$ cat config.mk
export PLATFORM = sky130hd
export DESIGN_NAME = bin2bcd_seq
export DESIGN_NICKNAME = d
export VERILOG_FILES = /design/src/rtl/bin2bcd_pkg.sv /design/src/rtl/bcd_add3.sv /design/src/rtl/bin2bcd_seq.sv
export SDC_FILE = /design/constraint.sdc
export NUM_CORES = 1
export LEC_CHECK = 0
export CORE_ASPECT_RATIO = 1.4
export CORE_MARGIN = 3
export CORE_UTILIZATION = 45
export DETAILED_ROUTE_END_ITERATION = 10
export GPL_TIMING_DRIVEN = 0
export PLACE_DENSITY = 0.69
export RECOVER_POWER = 50
export SYNTH_ARGS = -nofsm -noshare
export SYNTH_HDL_FRONTEND = slang
export SYNTH_SLANG_ARGS = --single-unit
$ cat constraint.sdc
create_clock -name clk -period 2.8 [get_ports clk]
set_input_delay 0.56 -clock clk [delete_from_list [all_inputs] [get_ports clk]]
set_output_delay 0.56 -clock clk [all_outputs]
set_load 0.005 [all_outputs]
$ cat src/rtl/bin2bcd_pkg.sv
// rtl/bin2bcd_pkg.sv - shared types and constants for the sequential binary-to-BCD converter
package bin2bcd_pkg;

    typedef enum logic [1:0] {
        IDLE  = 2'd0,
        SHIFT = 2'd1,
        DONE  = 2'd2
    } state_e;

    typedef logic [3:0] bcd_digit_t;

    // Elaboration-time 10^n, used for the saturation threshold.
    function automatic longint unsigned pow10(input int n);
        longint unsigned r;
        r = 64'd1;
        for (int i = 0; i < n; i++) begin
            r = r * 64'd10;
        end
        return r;
    endfunction

endpackage

$ cat src/rtl/bcd_add3.sv
// rtl/bcd_add3.sv - one double-dabble correction cell: add 3 when the digit is 5 or more
module bcd_add3
    import bin2bcd_pkg::*;
(
    input  bcd_digit_t d_i,
    output bcd_digit_t d_o
);

    always_comb begin
        d_o = d_i;
        if (d_i >= 4'd5) begin
            d_o = d_i + 4'd3;
        end
    end

endmodule

$ cat src/rtl/bin2bcd_seq.sv
// rtl/bin2bcd_seq.sv - shift-and-add-3 binary-to-BCD converter, one shift per clock, saturating display
module bin2bcd_seq
    import bin2bcd_pkg::*;
#(
    parameter int IN_W   = 32,
    parameter int DIGITS = 5
) (
    input  logic                  clk,
    input  logic                  rst,
    input  logic                  start,
    input  logic [IN_W-1:0]       bin_in,
    output logic                  busy,
    output logic                  done,
    output logic [4*DIGITS-1:0]   bcd_out,
    output logic                  overflow
);

    localparam int              BCD_W    = 4 * DIGITS;
    localparam int              CNT_W    = $clog2(IN_W + 1);
    localparam longint unsigned LIMIT    = pow10(DIGITS);
    localparam logic [CNT_W-1:0] LAST_CNT = CNT_W'(IN_W - 1);

    state_e             state_q, state_d;
    logic [IN_W-1:0]    bin_q, bin_d;
    logic [BCD_W-1:0]   scr_q, scr_d;
    logic [CNT_W-1:0]   cnt_q, cnt_d;
    logic               ovf_pend_q, ovf_pend_d;
    logic [BCD_W-1:0]   bcd_q, bcd_d;
    logic               ovf_q, ovf_d;

    logic [BCD_W-1:0]   scr_adj;
    logic [BCD_W-1:0]   scr_shift;

    for (genvar g = 0; g < DIGITS; g++) begin : g_add3
        bcd_add3 u_add3 (
            .d_i (scr_q[4*g +: 4]),
            .d_o (scr_adj[4*g +: 4])
        );
    end

    // Carry out of the top digit is dropped; overflow was already decided at capture.
    assign scr_shift = {scr_adj[BCD_W-2:0], bin_q[IN_W-1]};

    always_comb begin
        state_d    = state_q;
        bin_d      = bin_q;
        scr_d      = scr_q;
        cnt_d      = cnt_q;
        ovf_pend_d = ovf_pend_q;
        bcd_d      = bcd_q;
        ovf_d      = ovf_q;
        case (state_q)
            IDLE: begin
                if (start) begin
                    bin_d      = bin_in;
                    scr_d      = '0;
                    cnt_d      = '0;
                    ovf_pend_d = (64'(bin_in) >= LIMIT);
                    state_d    = SHIFT;
                end
            end
            SHIFT: begin
                scr_d = scr_shift;
                bin_d = {bin_q[IN_W-2:0], 1'b0};
                cnt_d = cnt_q + 1'b1;
                if (cnt_q == LAST_CNT) begin
                    bcd_d   = ovf_pend_q ? {DIGITS{4'h9}} : scr_shift;
                    ovf_d   = ovf_pend_q;
                    state_d = DONE;
                end
            end
            DONE: begin
                state_d = IDLE;
            end
            default: begin
                state_d = IDLE;
            end
        endcase
    end

    always_ff @(posedge clk) begin
        if (rst) begin
            state_q    <= IDLE;
            bin_q      <= '0;
            scr_q      <= '0;
            cnt_q      <= '0;
            ovf_pend_q <= 1'b0;
            bcd_q      <= '0;
            ovf_q      <= 1'b0;
        end else begin
            state_q    <= state_d;
            bin_q      <= bin_d;
            scr_q      <= scr_d;
            cnt_q      <= cnt_d;
            ovf_pend_q <= ovf_pend_d;
            bcd_q      <= bcd_d;
            ovf_q      <= ovf_d;
        end
    end

    assign busy     = (state_q != IDLE);
    assign done     = (state_q == DONE);
    assign bcd_out  = bcd_q;
    assign overflow = ovf_q;

endmodule
==> run summary <==
largest family of logic cells by synthesized area -> simple AND/OR/NAND/NOR gates
Die X -> 83.06 um
H-tree Lvls -> 3
vias per cell -> 5.593
startpoint types -> input pin
layout cells sized above 1 -> 10.10%
worst-path fanout max -> 10
worst hold path class -> flop to flop
CTS tree -> yes
reg2reg start -> state_q[1]
fmax -> 449.9 MHz
Filler Cells Inserted -> 723
Int Pwr -> 1868 uW
worst endpoint required time -> 3030 ps
Final Max Slew Viols -> 0
max_slew headroom -> 57.48%
drt drc -> 0
Worst Reg-to-Reg Cells -> 5
unrepaired setup endpoints after global routing -> false
global-route wire length before repair -> 15750 um
Final Setup Violations -> 0
via count -> 3384
sequential fraction of the synthesis area -> 43.88%
reg-to-reg endpoint -> scr_q[15]
Synth Area in Adders -> 3.679%
run status -> finished clean
Post-synth ARST share -> 0%
Clock Power Share -> 39.0%
crit share post-route -> 79.38%
max cap viols -> 0
drt pass-1 iters -> 5
clock skew -> 10.23 ps
initial antenna violation count -> 0
Flop pwr share -> 49.9%
Synth Area in XOR/XNOR -> 1.171%
clock sink total -> 82
Compound-Gate Fraction of Synth Area -> 19.40%
Syn-to-layout area delta -> 23.95%
Post-synth EDFFs -> 0
WS Path Type -> input pin to flop
Fin Setup TNS -> 0 ps
Worst Setup SP -> rst
Initial Utilization -> 47.12%
yosys warns -> 0
hold wc startpoint -> bin_q[2]
Port-buffer cells -> 57
boundary pin count -> 58
1st-iter DRT viols -> 290
setup slack after layout -> 577.4 ps
antenna diode count -> 0
flop-to-flop setup slack -> 960 ps
Routed Antenna Nets -> 0
GP Congestion -> 0.9143
CTS root buf -> clkbuf_8
buffers inserted by post-CTS timing repair -> 0
dpl cells -> 590
P per Cell Area -> 531.9 mW/mm^2
number of distinct library cells after synthesis -> 45
Post-Syn Instances -> 433
syn_nets -> 479
number of global-route vias before repair -> 3316
die area -> 0.009459 sq mm
overall routing resource usage -> 20.67%
Core ar. -> 0.007940 sq mm
crit path time final -> 2223 ps
NumNets Final -> 547
fin cells -> 605
area occupied by multi-input gates -> 0.001858 sq mm
syn avg cell area -> 8.640 sq um
leakage -> 0.001645 uW
Reg clk slew, reported paths -> 80 ps
number of synthesized register bits -> 82
CTS Buf Count -> 9
HPWL after DPL -> 6837 um
peak supply drop -> 0.3222 mV
site row count -> 38
commonest non-fill, non-tap cell in the layout -> dfxtp_1
CP Data Arrival Time -> 2450 ps
cts repair resizes -> 0
most frequent cells in the layout -> 82 x dfxtp_1, 51 x nor2_1, 45 x a21oi_1
DRT Wirelength -> 9454 um
switching fraction of total power -> 24.24%
Most used DFF post-synth -> dfxtp_1
WL/cell -> 15.63 um
Place WS -> 256.5 ps
Die Y -> 113.9 um
gr ovfl total -> 0
simple logic cell fraction of the synthesized area -> 22.58%
CTS max path bufs -> 2
pin count of the biggest net entering global routing -> 13
Switch Pwr -> 597.8 uW
Final Hold Viols -> 0
worst setup path end -> scr_q[19]
Critical Path End Type -> flop
mux cell area share after synthesis -> 3.110%
Slew @ Worst Pin -> 637.8 ps
FF+latch area -> 0.001642 sq mm
Hold Buf Count CTS -> 0
Worst-Skew Late Latency -> 350 ps
Post-Syn Area -> 0.003741 sq mm
Comb power frac -> 11.1%
## synthesized netlist by cell type (2+ instances only)
cell / n / share of area, %
nand4b_1: 5 / 1.2
nor3_1: 7 / 0.94
o21ai_0: 19 / 2.5
and2_1: 4 / 0.67
nand2b_1: 8 / 1.3
a211oi_2: 5 / 1.7
buf_2: 14 / 1.9
ha_1: 11 / 3.7
o32ai_1: 10 / 2.3
a31oi_1: 5 / 0.84
nand3_1: 9 / 1.2
a22oi_1: 23 / 4.6
or3b_2: 5 / 1.2
or4_1: 6 / 1.2
a311oi_1: 2 / 0.47
buf_6: 2 / 0.60
clkbuf_1: 10 / 1.0
xnor2_1: 5 / 1.2
mux2i_1: 6 / 1.6
a21oi_1: 45 / 6.0
mux2_2: 5 / 1.5
nand2_1: 33 / 3.3
nor2_1: 50 / 5.0
nor3b_1: 4 / 0.80
buf_4: 3 / 0.60
dfxtp_1: 82 / 44
inv_1: 20 / 2.0
o21ai_1: 2 / 0.27
nor4_1: 12 / 2.0
nand3b_1: 6 / 1.2
## area by class of cell
class / count / share of cell area (%)
Buffer: 30 / 3.184
Tap cell: 100 / 2.698
Clock inverter: 2 / 1.295
Sequential cell: 82 / 35.40
Clock buffer: 13 / 3.427
Inverter: 20 / 1.619
Timing Repair Buffer: 57 / 12.30
Multi-Input combinational cell: 301 / 40.07
## worst min path at each step
| stage | end | slack, ps | depth (start not counted) |
|---|---|---|---|
| final | bin_q[2] | 460 | 2 |
| after floorplan | bin_q[10] | 440 | 2 |
| after global placement | bin_q[13] | 440 | 2 |
| after CTS | bin_q[2] | 460 | 2 |
| after detailed placement | bin_q[2] | 450 | 2 |
| after global routing | bin_q[1] | 480 | 2 |
## per-layer routing
layer	routed length (um)	track usage (%)
met5	0	0
met4	165	9.269
met3	498	3.902
met2	4852	37.90
met1	3937	23.09
## worst max-delay path, cell delays in order
cell and delay (ps):
dlygate4sd3_1 560, buf_2 230, clkbuf_1 460, clkbuf_1 520, nor2_1 110
## flip-flops by register name, summed over array words and instances (netlist names)
register,count
bin_q,32
bcd_out,20
overflow,1
state_q,2
cnt_q,6
ovf_pend_q,1
scr_q,20
## cell families after synthesis
group / Yosys count
DFF: 82
muxes: 11
AOI/OAI and AO/OA: 114
and+or+nand+nor: 160
adders and majority gates: 11
xor gates and xnor gates: 5
buffers and inverters: 50
## through the flow
| step | hold WS (ps) | total power (uW) | instance area [sq um] | util (%) |
|---|---|---|---|---|
| finish | 459.1 | 2466 | 4637 | 58.40 |
| global route | 479.2 | 2562 | 4637 | 58.40 |
| CTS | 460.0 | 2486 | 4656 | 58.64 |
| detailed placement | 449.5 | 1536 | 4437 | 55.88 |
| global placement | 443.5 | 1533 | 4437 | 55.88 |
| floorplan | 436.0 | 1416 | 3741 | - |
## power by group through the flow
stage | Clock, uW | Combinational (uW) | Sequential (uW)
after floorplan | 0 | 165 | 1250
after global placement | 0 | 277 | 1260
after detailed placement | 0 | 279 | 1260
after CTS | 976 | 281 | 1230
after global routing | 1020 | 303 | 1240
final | 962 | 274 | 1230
Note: power is estimated with default switching activity, not from simulation.
